**config.mk**
```make
export PLATFORM = sky130hd
export DESIGN_NAME = cdb_arbiter_flat
export DESIGN_NICKNAME = d
export VERILOG_FILES = /design/src/rtl/cdb_arbiter_if.sv /design/src/rtl/cdb_arbiter.sv /design/src/flat_wrapper.sv
export SDC_FILE = /design/constraint.sdc
export NUM_CORES = 1
export LEC_CHECK = 0
export BUFFER_PORTS_ARGS = -buffer_cell sky130_fd_sc_hd__buf_2
export CORE_AREA = 2 2 67 63
export DETAILED_ROUTE_END_ITERATION = 7
export DIE_AREA = 0 0 69 65
export PLACE_DENSITY = 0.65
export SYNTH_ARGS = -nofsm -noshare
export SYNTH_HDL_FRONTEND = slang
export SYNTH_SLANG_ARGS = --single-unit
```
**constraint.sdc**
```tcl
create_clock -name clk -period 3.8 [get_ports clk]
set_input_delay 0.19 -clock clk [delete_from_list [all_inputs] [get_ports clk]]
set_output_delay 0.19 -clock clk [all_outputs]
set_load 0.05 [all_outputs]
```
**src/rtl/cdb_arbiter_if.sv**
```systemverilog
// Bundles the functional-unit result requests and the registered CDB broadcast.
// master = functional units / snoopers side, slave = the arbiter.
interface cdb_arbiter_if #(
    parameter int N_REQ  = 3,
    parameter int TAG_W  = 2,
    parameter int DATA_W = 16,
    parameter int SRC_W  = $clog2(N_REQ)
);
    logic [N_REQ-1:0]        req_valid;
    logic [N_REQ*TAG_W-1:0]  req_tag;
    logic [N_REQ*DATA_W-1:0] req_data;
    logic [N_REQ-1:0]        req_ready;
    logic                    cdb_hold;
    logic                    flush;
    logic                    cdb_valid;
    logic [TAG_W-1:0]        cdb_tag;
    logic [DATA_W-1:0]       cdb_data;
    logic [SRC_W-1:0]        cdb_src;

    modport master (
        output req_valid, req_tag, req_data, cdb_hold, flush,
        input  req_ready, cdb_valid, cdb_tag, cdb_data, cdb_src
    );

    modport slave (
        input  req_valid, req_tag, req_data, cdb_hold, flush,
        output req_ready, cdb_valid, cdb_tag, cdb_data, cdb_src
    );
endinterface

```
**src/rtl/cdb_arbiter.sv**
```systemverilog
// Round-robin common-data-bus arbiter: one functional-unit result per cycle is
// granted and broadcast on a registered, single-cycle CDB pulse.
module cdb_arbiter #(
    parameter int N_REQ  = 3,
    parameter int TAG_W  = 2,
    parameter int DATA_W = 16,
    parameter int SRC_W  = $clog2(N_REQ)
) (
    input  logic          clk,
    input  logic          rst,
    cdb_arbiter_if.slave  bus
);

    // Handshake: unit i transfers in a cycle where req_valid[i] && req_ready[i];
    // a unit keeps valid/tag/data stable until granted and may present a new
    // result the cycle after. req_ready is one-hot or zero, decided this cycle.

    logic [SRC_W-1:0]  rr_ptr;
    logic [SRC_W-1:0]  win;
    logic [SRC_W-1:0]  cand;
    logic              grant;
    logic              blocked;
    logic [N_REQ-1:0]  ready;

    logic              cdb_valid_q;
    logic [TAG_W-1:0]  cdb_tag_q;
    logic [DATA_W-1:0] cdb_data_q;
    logic [SRC_W-1:0]  cdb_src_q;

    // Explicit wrap so non-power-of-two N_REQ never visits an unused index.
    function automatic logic [SRC_W-1:0] wrap_inc(input logic [SRC_W-1:0] p);
        if (p == SRC_W'(N_REQ - 1)) begin
            return '0;
        end
        return p + 1'b1;
    endfunction

    always_comb begin
        grant   = 1'b0;
        win     = '0;
        cand    = rr_ptr;
        ready   = '0;
        blocked = rst | bus.flush | bus.cdb_hold;
        for (int i = 0; i < N_REQ; i++) begin
            if (!grant && bus.req_valid[cand]) begin
                grant = 1'b1;
                win   = cand;
            end
            cand = wrap_inc(cand);
        end
        if (blocked) begin
            grant = 1'b0;
        end
        if (grant) begin
            ready = N_REQ'(1) << win;
        end
    end

    always_ff @(posedge clk) begin
        if (rst) begin
            rr_ptr      <= '0;
            cdb_valid_q <= 1'b0;
            cdb_tag_q   <= '0;
            cdb_data_q  <= '0;
            cdb_src_q   <= '0;
        end else if (bus.flush) begin
            // Kill the next broadcast; pointer and last payload are kept.
            cdb_valid_q <= 1'b0;
        end else if (grant) begin
            cdb_valid_q <= 1'b1;
            cdb_tag_q   <= bus.req_tag[int'(win)*TAG_W +: TAG_W];
            cdb_data_q  <= bus.req_data[int'(win)*DATA_W +: DATA_W];
            cdb_src_q   <= win;
            rr_ptr      <= wrap_inc(win);
        end else begin
            cdb_valid_q <= 1'b0;
        end
    end

    assign bus.req_ready = ready;
    assign bus.cdb_valid = cdb_valid_q;
    assign bus.cdb_tag   = cdb_tag_q;
    assign bus.cdb_data  = cdb_data_q;
    assign bus.cdb_src   = cdb_src_q;

endmodule

```
**src/flat_wrapper.sv**
```systemverilog
// flat-port wrapper written by rule: the top's interface ports become plain ports
module cdb_arbiter_flat 
#(
    parameter int N_REQ  = 3,
    parameter int TAG_W  = 2,
    parameter int DATA_W = 16,
    parameter int SRC_W  = $clog2(N_REQ)
)
  (clk, rst, bus_req_valid, bus_req_tag, bus_req_data, bus_cdb_hold, bus_flush, bus_req_ready, bus_cdb_valid, bus_cdb_tag, bus_cdb_data, bus_cdb_src);
  cdb_arbiter_if #(.N_REQ(N_REQ), .TAG_W(TAG_W), .DATA_W(DATA_W), .SRC_W(SRC_W)) bus_i ();
  input  logic clk;
  input  logic rst;
  input wire logic [$bits(bus_i.req_valid)-1:0] bus_req_valid;
  input wire logic [$bits(bus_i.req_tag)-1:0] bus_req_tag;
  input wire logic [$bits(bus_i.req_data)-1:0] bus_req_data;
  input wire logic [$bits(bus_i.cdb_hold)-1:0] bus_cdb_hold;
  input wire logic [$bits(bus_i.flush)-1:0] bus_flush;
  output wire logic [$bits(bus_i.req_ready)-1:0] bus_req_ready;
  output wire logic [$bits(bus_i.cdb_valid)-1:0] bus_cdb_valid;
  output wire logic [$bits(bus_i.cdb_tag)-1:0] bus_cdb_tag;
  output wire logic [$bits(bus_i.cdb_data)-1:0] bus_cdb_data;
  output wire logic [$bits(bus_i.cdb_src)-1:0] bus_cdb_src;
  assign bus_i.req_valid = bus_req_valid;
  assign bus_i.req_tag = bus_req_tag;
  assign bus_i.req_data = bus_req_data;
  assign bus_i.cdb_hold = bus_cdb_hold;
  assign bus_i.flush = bus_flush;
  assign bus_req_ready = bus_i.req_ready;
  assign bus_cdb_valid = bus_i.cdb_valid;
  assign bus_cdb_tag = bus_i.cdb_tag;
  assign bus_cdb_data = bus_i.cdb_data;
  assign bus_cdb_src = bus_i.cdb_src;
  cdb_arbiter #(.N_REQ(N_REQ), .TAG_W(TAG_W), .DATA_W(DATA_W), .SRC_W(SRC_W)) u_core (.clk(clk), .rst(rst), .bus(bus_i));
endmodule
```
---- Word level (Yosys, flattened, before mapping) ----
Cells that the tools add are included.
Widths: inputs -> output; s select.
storage, ports and cells
  output and inout bits ................... 24
  input port bits ......................... 61
  flip-flop bits (word level) ............. 23
  logic and storage cells ................. 53
operators by class
  bitwise gates (word level) .............. 3
  shifts and indexed selects .............. 3
  $add $sub $neg .......................... 3
  magnitude comparators ................... 3
  multiplexer cells ....................... 27
  eq/ne operators ......................... 3
  reductions and logical operators ........ 6
operators by type and width
  cell                 number
  $shiftx 48x7->16     1
  $mux 2               9
  $mux 1               14
  $lt 2x3->1 const B   3
  $add 2x1->2 const B  3
  $bmux 1 s2           3
  $eq 2x2->1 const B   3
  $shiftx 6x4->2       1
  $mux 3               1
  $shl 1x2->3 const A  1
  $logic_and 1x1->1    2
  $logic_not 1->1      2
  $or 1x1->1           2
  $reduce_and 2->1     1
  $reduce_or 2->1      1
  $not 1->1            1

---- Longest topological paths before layout ----
Gate-level depths: netlist of the first run.
  depth in word-level cells ............... 16
  gate-level depth with buffers ........... 6
  gate-level depth less buffers ........... 5

---- Least setup slack after synthesis of the first run ----
OpenSTA, ideal clock, no wires.
  path type ............................... reg2out
  from .................................... reg u_core.rr_ptr[0]
  to ...................................... out bus_req_ready[0]
  arrival time ............................ 1.649 ns
  data required time ...................... 3.610 ns
  cell stages (with the launch flop) ...... 6
  path buffers ............................ 1
  setup slack ............................. 1.961 ns
  cells stage by stage .................... dfxtp_1 -> nor2b_1 -> a2bb2oi_2 -> buf_6 -> nand2_2 -> nor2_1
on the way
  word-level cells in the longest chain between the ends .. 12
  elaborated cells between the ends (all ways) .. 27
  those cells by class .................... 2 x add/sub; 2 x eq/ne; 1 x shift; 18 x mux; 4 x reduce/logical
RTL lines
  item                                                                  RTL line            text
  from (decl)                                                           cdb_arbiter.sv:18   logic [SRC_W-1:0] rr_ptr;
  from (signal assigned)                                                cdb_arbiter.sv:74   rr_ptr <= wrap_inc(win);
  parallel branches: the longest is 11 deep, another holds $add 2x1->2  -
  $mux 3 *                                                              cdb_arbiter.sv:54   if (grant) begin
  to (decl)                                                             flat_wrapper.sv:18  output wire logic [$bits(bus_i.req_ready)-1:0] bus_req_ready;
Mark *: on every way between the ends. The select of a mux whose other input is x is not followed.

---- Worst setup path in the final report of the first run ----
  from .................................... reg u_core.rr_ptr[1]
  to ...................................... out bus_req_ready[1]
Same word-level chain as after synthesis.

==> results of run 1 <==
-- worst max-delay path: stages (launching register included) --
cell and delay [ns]:
sky130_fd_sc_hd__dfxtp_1 0.47, sky130_fd_sc_hd__a21boi_2 0.12, sky130_fd_sc_hd__o31ai_4 0.76, sky130_fd_sc_hd__inv_2 0.40
sky130_fd_sc_hd__nand4_1 0.26, sky130_fd_sc_hd__inv_1 0.05, sky130_fd_sc_hd__buf_2 0.20
-- layout by cell type, fill, tap and decap left out --
cell | synthesis | routed
sky130_fd_sc_hd__inv_1 | 3 | 3
sky130_fd_sc_hd__nor2b_1 | 1 | 1
sky130_fd_sc_hd__o21ai_0 | 1 | 1
sky130_fd_sc_hd__nand2b_1 | 2 | 2
sky130_fd_sc_hd__clkbuf_8 | 0 | 3
sky130_fd_sc_hd__dfxtp_1 | 23 | 23
sky130_fd_sc_hd__clkinv_1 | 1 | 1
sky130_fd_sc_hd__nand3_1 | 19 | 19
sky130_fd_sc_hd__nor2_1 | 2 | 2
sky130_fd_sc_hd__nand2_2 | 1 | 1
sky130_fd_sc_hd__a2bb2oi_2 | 1 | 1
sky130_fd_sc_hd__a31oi_1 | 36 | 36
sky130_fd_sc_hd__nor3_2 | 1 | 1
sky130_fd_sc_hd__clkbuf_1 | 2 | 1
sky130_fd_sc_hd__buf_4 | 5 | 1
sky130_fd_sc_hd__inv_2 | 1 | 1
sky130_fd_sc_hd__nand2_1 | 3 | 3
sky130_fd_sc_hd__a21oi_1 | 21 | 21
sky130_fd_sc_hd__a211oi_2 | 1 | 1
sky130_fd_sc_hd__a21boi_2 | 1 | 1
sky130_fd_sc_hd__buf_2 | 9 | 84
sky130_fd_sc_hd__o31ai_4 | 1 | 1
sky130_fd_sc_hd__nand4_1 | 19 | 19
sky130_fd_sc_hd__a21o_1 | 2 | 2
sky130_fd_sc_hd__o21ai_2 | 1 | 1
-- flip-flops by register name, summed over array words and instances, names as in the netlist --
signal                flops
u_core.bus.cdb_valid      1
u_core.rr_ptr             2
u_core.bus.cdb_tag        2
u_core.bus.cdb_data      16
u_core.bus.cdb_src        2
-- cell families after synthesis --
| group | count (synthesis) |
|---|---|
| AO/OA/AOI/OAI | 65 |
| AND/OR/NAND/NOR | 48 |
| flip-flops | 23 |
| buffers and inverters | 22 |
-- final cells by class --
class,instances,area (sq um)
Fill cell,433,2150
Sequential cell,23,460
Clock buffer,4,45.0
Timing Repair Buffer,85,428
Multi-Input combinational cell,113,687
Inverter,5,18.8
Tap cell,48,60.1
-- per-layer routing --
metal | wire (um) | GRT usage (%)
met5 | 0 | 0
met4 | 34 | 3.92
met3 | 349 | 2.80
met2 | 1950 | 29.0
met1 | 1940 | 25.9
-- metrics by stage --
step           power (mW)  hold WS [ns]  cells
6_report            0.609         0.178    278
5_1_grt             0.636         0.181    278
4_1_cts             0.611         0.176    278
3_5_place_dp        0.462         0.447    274
3_3_place_gp        0.461         0.451    274
2_1_floorplan       0.401         0.255    158
-- report_power, final --
part           total (mW)  internal, mW  switching [mW]
clock               0.153        0.0747          0.0778
combinational       0.188        0.0573           0.131
sequential          0.268         0.258         0.00963
-- worst min-delay path by stage --
stage	start	end	slack (ns)	cells after the start
floorplan	rst	u_core.rr_ptr[0]	0.25	1
global placement	u_core.bus.cdb_src[0]	u_core.bus.cdb_src[0]	0.45	2
detailed placement	u_core.bus.cdb_src[1]	u_core.bus.cdb_src[1]	0.45	2
CTS	rst	u_core.rr_ptr[0]	0.18	2
global route	rst	u_core.rr_ptr[0]	0.18	2
finish	rst	u_core.rr_ptr[0]	0.18	2
==> results.md, run 1 <==
- mux contribution to synthesized area: 0%
- DP Wirelength: 3040 um
- CTS Hold Buffers Added: 0
- clock latency on the worst-skew pair: 0.26 ns
- final setup slack of the worst path: 1.09 ns
- total number of vias: 1529
- core occupancy in the finished layout: 44.1%
- Ports: 85
- H-tree level count: 1
- Final Max Tran Viols: 0
- classification of the worst setup path: reg -> out
- highest clock rate: 369 MHz
- required time at the worst-slack endpoint: 3.61 ns
- number of search-and-repair iterations in the first detailed-routing pass: 4
- Final Skew: 0.000845 ns
- clock period minus final worst setup slack: 2.71 ns
- reg2reg path depth: 5
- standard-cell rows: 22
- Seq cells post-synth: 23
- crit path DAT: 2.52 ns
- compound-gate portion of the synthesized area: 33.1%
- synthesized instance count: 158
- worst setup path startpoint: u_core.rr_ptr[1]
- Adder-Cell Fraction of Synth Area: 0%
- clock buffers created by TritonCTS: 3
- dominant combinational cell family by area after synthesis: compound AO/OA/AOI/OAI gates
- number of nets in the layout: 292
- number of buffers on the longest clock path: 2
- sequential area share after synthesis: 36.3%
- number of input and output port buffers inserted: 84
- area share of the largest cell type after synthesis: 36.3%
- 1st-iter DRT viols: 193
- number of warnings issued by yosys: 0
- n_diodes: 0
- Setup violations, final: 0
- antenna violations before repair: 0
- top cells by area, synth: sky130_fd_sc_hd__dfxtp_1, sky130_fd_sc_hd__a31oi_1, sky130_fd_sc_hd__nand4_1, sky130_fd_sc_hd__a21oi_1, sky130_fd_sc_hd__nand3_1
- RR Startpoint: u_core.rr_ptr[1]
- Area Overhead vs Synth: 34.1%
- worst setup path endpoint: bus_req_ready[1]
- relative slew slack: 37.7%
- result of the run: completed
- worst hold path type: in -> reg
- most frequent cells after synthesis: sky130_fd_sc_hd__a31oi_1, sky130_fd_sc_hd__dfxtp_1, sky130_fd_sc_hd__a21oi_1, sky130_fd_sc_hd__nand3_1, sky130_fd_sc_hd__nand4_1
- first-pass GRT wire length: 6630 um
- peak supply drop: 0.000118 V
- overall routed net length: 4270 um
- period utilization: 71.3%
- die span in y: 65 um
- setup repair after global routing missed its margin: no
- via count of the first global-routing pass: 1388
- number of clock sinks seen by CTS: 23
- share of flip-flops with an asynchronous set or reset: 0%
- kind of end point of the critical path: output port
- Total Die Area: 4490 sq um
- fraction of layout cells with a size suffix above 1: 41.7%
- Simple-Gate Fraction of Synth Area: 21.1%
- count of unresolved DRC violations after routing: 0
- Synthesized Nets: 219
- total power divided by cell area: 358 nW/um^2
- setup slack at placement: 1.40 ns
- cell area after placement: 1650 sq um
- xor and xnor fraction of the mapped netlist area: 0%
- slew at the pin with the worst max-slew slack: 0.935 ns
- Post-synth EDFFs: 0
- final total negative setup slack: 0 ns
- average footprint of a synthesized cell: 8.02 sq um
- netlist area before placement: 1270 sq um
- cell area after layout: 1700 sq um
- Root Driver: sky130_fd_sc_hd__clkbuf_8
- Fin. Hold Viols: 0
- CTS tree: yes
- largest net degree at the start of global routing: 24
- Setup crit start kind: flop
- leakage power: 0.776 nW
- endpoint of the worst-slack reg-to-reg timing path: u_core.rr_ptr[1]
- post-cts repair resize count: 0
- die boundary width: 69 um
- clock-pin transition on the worst setup and hold timing paths: 0.08 ns
- Main synth FF type: sky130_fd_sc_hd__dfxtp_1
- reg-to-reg slack, setup: 1.60 ns
- routed wire length per instance: 15.4 um
- reported max-cap violation count: 0
- final weighted congestion of routability-driven global placement: 0.759
- Max Fanout on Critical Path: 23
- overall routing resource usage: 18.2%
- count of distinct cell types in the synthesized netlist: 25
- cell type with the largest total area after synthesis: sky130_fd_sc_hd__dfxtp_1
- effective utilization at floorplan: 32.9%
- most instantiated library cell after synthesis: sky130_fd_sc_hd__a31oi_1
- number of post-CTS setup repair buffers: 0
- CORE AREA: 3850 sq um
- vias per inst: 5.50
- global route total overflow: 0
- antenna viol nets, final: 0
Note: power is estimated with default switching activity, not from simulation.
==> run 2, diff against run 1 <==
==> constraint.sdc (replaced) <==
create_clock -name clk -period 2.5 [get_ports clk]
set_input_delay 0.125 -clock clk [delete_from_list [all_inputs] [get_ports clk]]
set_output_delay 0.125 -clock clk [all_outputs]
set_load 0.05 [all_outputs]
==> results.md, run 2 (synthesized netlist as in run 1, its figures left out) <==
- CORE AREA: 3850 sq um, unchanged
- Area Overhead vs Synth: 37.0%
- peak supply drop: 0.000184 V, +56%
- overall routed net length: 4250 um, -0.40%
- classification of the worst setup path: reg -> out
- Pwr Total: 0.926 mW, +52%
- number of clock sinks seen by CTS: 23, unchanged
- die span in y: 65 um, unchanged
- filler cell count: 429, -0.92%
- CP max stage cell: sky130_fd_sc_hd__dfxtp_1
- Ports: 85, unchanged
- crit path DAT: 1.85 ns, -0.67 ns
- clock-pin transition on the worst setup and hold timing paths: 0.08 ns, about the same
- kind of end point of the critical path: output port
- overall routing resource usage: 19.0%, +0.79 points
- gate family responsible for the most delay along the worst path: buffers and inverters
- Max Fanout on Critical Path: 23, unchanged
- DP Wirelength: 3100 um, +1.8%
- leakage power: 0.799 nW, +2.9%
- via count of the first global-routing pass: 1436, +3.5%
- number of buffers on the longest clock path: 2, unchanged
- relative slew slack: 60.2%, +23 points
- CTS tree: yes
- Setup crit start kind: flop
- Final Skew: 0.00227 ns, +0.00142 ns
- RR Startpoint: u_core.rr_ptr[0]
- Final Max Tran Viols: 0, unchanged
- Root Driver: sky130_fd_sc_hd__clkbuf_8
- CP cell instances: a21boi_2 -> o31ai_4 -> inv_2 -> nand4_1 -> inv_1 -> buf_2
- reg-to-reg slack, setup: 1.02 ns, -0.58 ns
- Hold Path Origin: rst
- sequential cell area: 460 sq um, unchanged
- fraction of layout cells with a size suffix above 1: 43.0%, +1.2 points
- number of post-CTS setup repair buffers: 0, unchanged
- number of search-and-repair iterations in the first detailed-routing pass: 4, unchanged
- end point of the most critical hold path: u_core.rr_ptr[0]
- worst hold path type: in -> reg
- number of flip-flops under the largest register name: 16, unchanged
- clock period minus final worst setup slack: 1.97 ns
- Fin. Hold Viols: 0, unchanged
- effective utilization at floorplan: 32.9%, unchanged
- routed wire length per instance: 15.0 um, -2.2%
- number of nets in the layout: 297, +1.7%
- footprint of the multi-input gates: 687 sq um, unchanged
- reported max-cap violation count: 0, unchanged
- total number of vias: 1557, +1.8%
- period utilization: 78.9%
- final weighted congestion of routability-driven global placement: 0.774, +1.9%
- clock buffers created by TritonCTS: 3, unchanged
- count of unresolved DRC violations after routing: 0, unchanged
- reg2reg path depth: 5, unchanged
- cell depth of the worst hold path: 2, unchanged
- number of input and output port buffers inserted: 84, unchanged
- global route total overflow: 0, unchanged
- required time at the worst-slack endpoint: 2.38 ns, -1.23 ns
- first-pass GRT wire length: 6850 um, +3.3%
- CTS Hold Buffers Added: 0, unchanged
- 1st-iter DRT viols: 142, -26%
- setup repair after global routing missed its margin: no
- standard-cell rows: 22, unchanged
- Setup violations, final: 0, unchanged
- result of the run: completed
- total power divided by cell area: 533 nW/um^2, +49%
- antenna violations before repair: 0, unchanged
- worst path buffer plus inverter count: 3, unchanged
- antenna viol nets, final: 0, unchanged
- H-tree level count: 1, unchanged
- largest net degree at the start of global routing: 24, unchanged
- clock latency on the worst-skew pair: 0.26 ns, about the same
- n_diodes: 0, unchanged
- delay of the slowest critical-path stage: 0.37 ns, -0.39 ns
- endpoint of the worst-slack reg-to-reg timing path: u_core.bus.cdb_data[4]
- final total negative setup slack: 0 ns, unchanged
- post-cts repair resize count: 0, unchanged
- die boundary width: 69 um, unchanged
- highest clock rate: 507 MHz
- commonest non-fill, non-tap cells in the layout: sky130_fd_sc_hd__buf_2, sky130_fd_sc_hd__a31oi_1, sky130_fd_sc_hd__dfxtp_1
- commonest non-fill, non-tap cell in the layout: sky130_fd_sc_hd__buf_2
- Total Die Area: 4490 sq um, unchanged
- slew at the pin with the worst max-slew slack: 0.597 ns, -0.338 ns
- Fin Hold WS: 0.111 ns, -0.0667 ns
- vias per inst: 5.50, about the same
run 2: how the worst max path moves through the flow:
stage / from / end / slack, ns / depth (start not counted)
3_3_place_gp: bus_req_valid[1] / bus_req_ready[0] / 0.81 / 6
6_report: u_core.rr_ptr[1] / bus_req_ready[1] / 0.53 / 6
3_5_place_dp: bus_req_valid[1] / bus_req_ready[0] / 0.77 / 6
4_1_cts: u_core.rr_ptr[1] / bus_req_ready[1] / 0.50 / 6
5_1_grt: u_core.rr_ptr[1] / bus_req_ready[1] / 0.32 / 6
2_1_floorplan: u_core.rr_ptr[0] / bus_req_ready[0] / 0.73 / 5
run 2: per-stage QoR:
step	util [%]	cell area (sq um)	std cells	setup WS, ns
3_3_place_gp	43.9	1690	279	0.812
4_1_cts	45.1	1740	283	0.505
3_5_place_dp	43.9	1690	279	0.772
6_report	45.1	1740	283	0.528
5_1_grt	45.1	1740	283	0.322
2_1_floorplan	-	1270	158	0.726
run 2: area by class of cell:
type                    count  area share (%)
multi-input cells         113            39.6
repair buffers             90            26.8
flip-flops and latches     23            26.5
well taps                  48            3.46
clock buffers               4            2.59
inverters                   5            1.08
run 2: per-layer routing:
metal | global-route usage [%] | vias up | share of wire (%)
met1 | 26.0 | 711 | 44
met2 | 30.6 | 74 | 47
li1 | - | 770 | -
met5 | 0 | - | 0
met4 | 4.41 | 0 | 0.33
met3 | 3.89 | 2 | 9.0
run 2: where the power goes:
part | internal (mW) | switching, mW | total, mW
clock network | 0.113 | 0.113 | 0.226
logic | 0.0921 | 0.201 | 0.293
registers | 0.393 | 0.0141 | 0.407
total | 0.598 | 0.327 | 0.926
==> run 3, diff against run 2 <==
--- a/config.mk
+++ b/config.mk
@@ -9,7 +9,7 @@
 export CORE_AREA = 2 2 67 63
 export DETAILED_ROUTE_END_ITERATION = 7
 export DIE_AREA = 0 0 69 65
-export PLACE_DENSITY = 0.65
+export PLACE_DENSITY = 0.67
 export SYNTH_ARGS = -nofsm -noshare
 export SYNTH_HDL_FRONTEND = slang
 export SYNTH_SLANG_ARGS = --single-unit
==> constraint.sdc (replaced) <==
create_clock -name clk -period 1.6 [get_ports clk]
set_input_delay 0.08 -clock clk [delete_from_list [all_inputs] [get_ports clk]]
set_output_delay 0.08 -clock clk [all_outputs]
set_load 0.05 [all_outputs]
==> results.md, run 3 (synthesized netlist as in run 1, its figures left out) <==
- n_diodes: 0, unchanged
- highest clock rate: 648 MHz
- RR Startpoint: u_core.rr_ptr[1]
- Area Overhead vs Synth: 45.9%
- setup slack at placement: 0.223 ns, -0.549 ns
- DP Wirelength: 3210 um, +3.6%
- total instance count after detailed placement: 287, +2.9%
- vias per inst: 5.48, -0.41%
- commonest non-fill, non-tap cell in the layout: sky130_fd_sc_hd__buf_2
- Fin. Hold Viols: 0, unchanged
- endpoint of the worst-slack reg-to-reg timing path: u_core.bus.cdb_data[3]
- standard-cell rows: 22, unchanged
- CTS tree: yes
- leakage power: 0.849 nW, +6.3%
- total number of vias: 1600, +2.8%
- classification of the worst setup path: reg -> out
- final weighted congestion of routability-driven global placement: 0.757, -2.2%
- worst hold path type: in -> reg
- number of flip-flops under the largest register name: 16, unchanged
- Max Fanout on Critical Path: 5, -78%
- Final Skew: 0.00259 ns, +0.000323 ns
- antenna violations before repair: 0, unchanged
- crit path DAT: 1.46 ns, -0.39 ns
- Setup violations, final: 0, unchanged
- result of the run: completed
- CP max stage cell: sky130_fd_sc_hd__dfxtp_4
- clock-pin transition on the worst setup and hold timing paths: 0.08 ns, about the same
- Total Die Area: 4490 sq um, unchanged
- kind of end point of the critical path: output port
- Hold Path Origin: rst
- Setup crit start kind: flop
- delay of the slowest critical-path stage: 0.37 ns, about the same
- slew at the pin with the worst max-slew slack: 0.565 ns, -0.0320 ns
- CTS Hold Buffers Added: 0, unchanged
- end point of the most critical hold path: u_core.rr_ptr[0]
- first-pass GRT wire length: 7190 um, +4.9%
- cell depth of the worst hold path: 2, unchanged
- total power divided by cell area: 798 nW/um^2, +50%
- clock latency on the worst-skew pair: 0.26 ns, about the same
- number of buffers on the longest clock path: 2, unchanged
- clock period minus final worst setup slack: 1.54 ns
- fraction of layout cells with a size suffix above 1: 47.1%, +4.2 points
- filler cell count: 420, -2.1%
- setup repair after global routing missed its margin: yes
- relative slew slack: 62.1%, +1.9 points
- Root Driver: sky130_fd_sc_hd__clkbuf_8
- overall routing resource usage: 19.7%, +0.73 points
- cell area after layout: 1850 sq um, +6.5%
- number of search-and-repair iterations in the first detailed-routing pass: 4, unchanged
- peak supply drop: 0.000315 V, +71%
- reported max-cap violation count: 0, unchanged
- final total negative setup slack: 0 ns, unchanged
- required time at the worst-slack endpoint: 1.52 ns, -0.86 ns
- CORE AREA: 3850 sq um, unchanged
- number of nets in the layout: 306, +3.0%
- reg-to-reg slack, setup: 0.25 ns, -0.77 ns
- commonest non-fill, non-tap cells in the layout: sky130_fd_sc_hd__buf_2, sky130_fd_sc_hd__a31oi_1, sky130_fd_sc_hd__dfxtp_1
- die boundary width: 69 um, unchanged
- cell area after placement: 1750 sq um, +3.7%
- final setup slack of the worst path: 0.0563 ns, -0.471 ns
- H-tree level count: 1, unchanged
- clock buffers created by TritonCTS: 3, unchanged
- die span in y: 65 um, unchanged
- Ports: 85, unchanged
- number of input and output port buffers inserted: 84, unchanged
- 1st-iter DRT viols: 154, +8.5%
- global route total overflow: 0, unchanged
- CP cell instances: a21boi_4 -> o31ai_4 -> inv_2 -> nand4_1 -> inv_1 -> buf_4
- number of clock sinks seen by CTS: 23, unchanged
- overall routed net length: 4360 um, +2.6%
- core occupancy in the finished layout: 48.0%, +2.9 points
- largest net degree at the start of global routing: 20, -17%
- via count of the first global-routing pass: 1530, +6.5%
- period utilization: 96.5%
- antenna viol nets, final: 0, unchanged
- routed wire length per instance: 14.9 um, -0.60%
- effective utilization at floorplan: 32.9%, unchanged
- reg2reg path depth: 5, unchanged
- final standard cell count with taps included and fillers excluded: 292, +3.2%
- Final Max Tran Viols: 0, unchanged
- count of unresolved DRC violations after routing: 0, unchanged
-- run 3: metrics by stage --
step / total power, mW / hold slack (ns)
final: 1.48 / 0.0598
after global routing: 1.55 / 0.0609
after CTS: 1.48 / 0.0640
after detailed placement: 1.12 / 0.344
after global placement: 1.12 / 0.351
after floorplan: 0.953 / 0.145
-- run 3: area by class of cell --
type	instances	area, sq um	area share (%)
Clock buffer	4	45.0	2.44
Inverter	5	18.8	1.01
Multi-Input combinational cell	113	713	38.6
Sequential cell	23	464	25.1
Tap cell	48	60.1	3.25
Timing Repair Buffer	99	548	29.6
-- run 3: how the worst max path moves through the flow --
stage / startpoint / endpoint / slack (ns) / cells after the start
finish: u_core.rr_ptr[0] / bus_req_ready[1] / 0.06 / 6
global route: u_core.rr_ptr[0] / bus_req_ready[1] / -0.01 / 6
CTS: u_core.rr_ptr[0] / bus_req_ready[0] / -0.003 / 5
detailed placement: u_core.rr_ptr[0] / u_core.bus.cdb_data[5] / 0.22 / 5
global placement: u_core.rr_ptr[0] / u_core.bus.cdb_data[14] / 0.26 / 5
floorplan: u_core.rr_ptr[0] / bus_req_ready[0] / 0.1 / 5
-- run 3: metal layers --
| layer | up-vias | wire length [um] | track usage [%] |
|---|---|---|---|
| li1 | 790 | - | - |
| met2 | 75 | 2030 | 31.4 |
| met1 | 733 | 1970 | 27.0 |
| met3 | 2 | 344 | 3.58 |
| met4 | 0 | 21 | 6.37 |
| met5 | - | 0 | 0 |
-- run 3: timing repair --
item,CTS,global route
setup endpoints to repair,2,3
buffers inserted,0,1
resized for setup,3,8
pin swaps,1,1
-- run 3: report_power, final --
part | switching [mW] | internal (mW) | leakage, nW | total [mW]
clock | 0.178 | 0.177 | 0.0228 | 0.356
combinational | 0.320 | 0.165 | 0.636 | 0.485
sequential | 0.0224 | 0.613 | 0.190 | 0.635
-- run 3: critical path, delay by kind of cell (launching register included) --
kind | cells | cell delay, ns
flip-flops | 1 | 0.37
buffers and inverters | 3 | 0.38
AO/OA/AOI/OAI | 2 | 0.28
AND/OR/NAND/NOR | 1 | 0.17
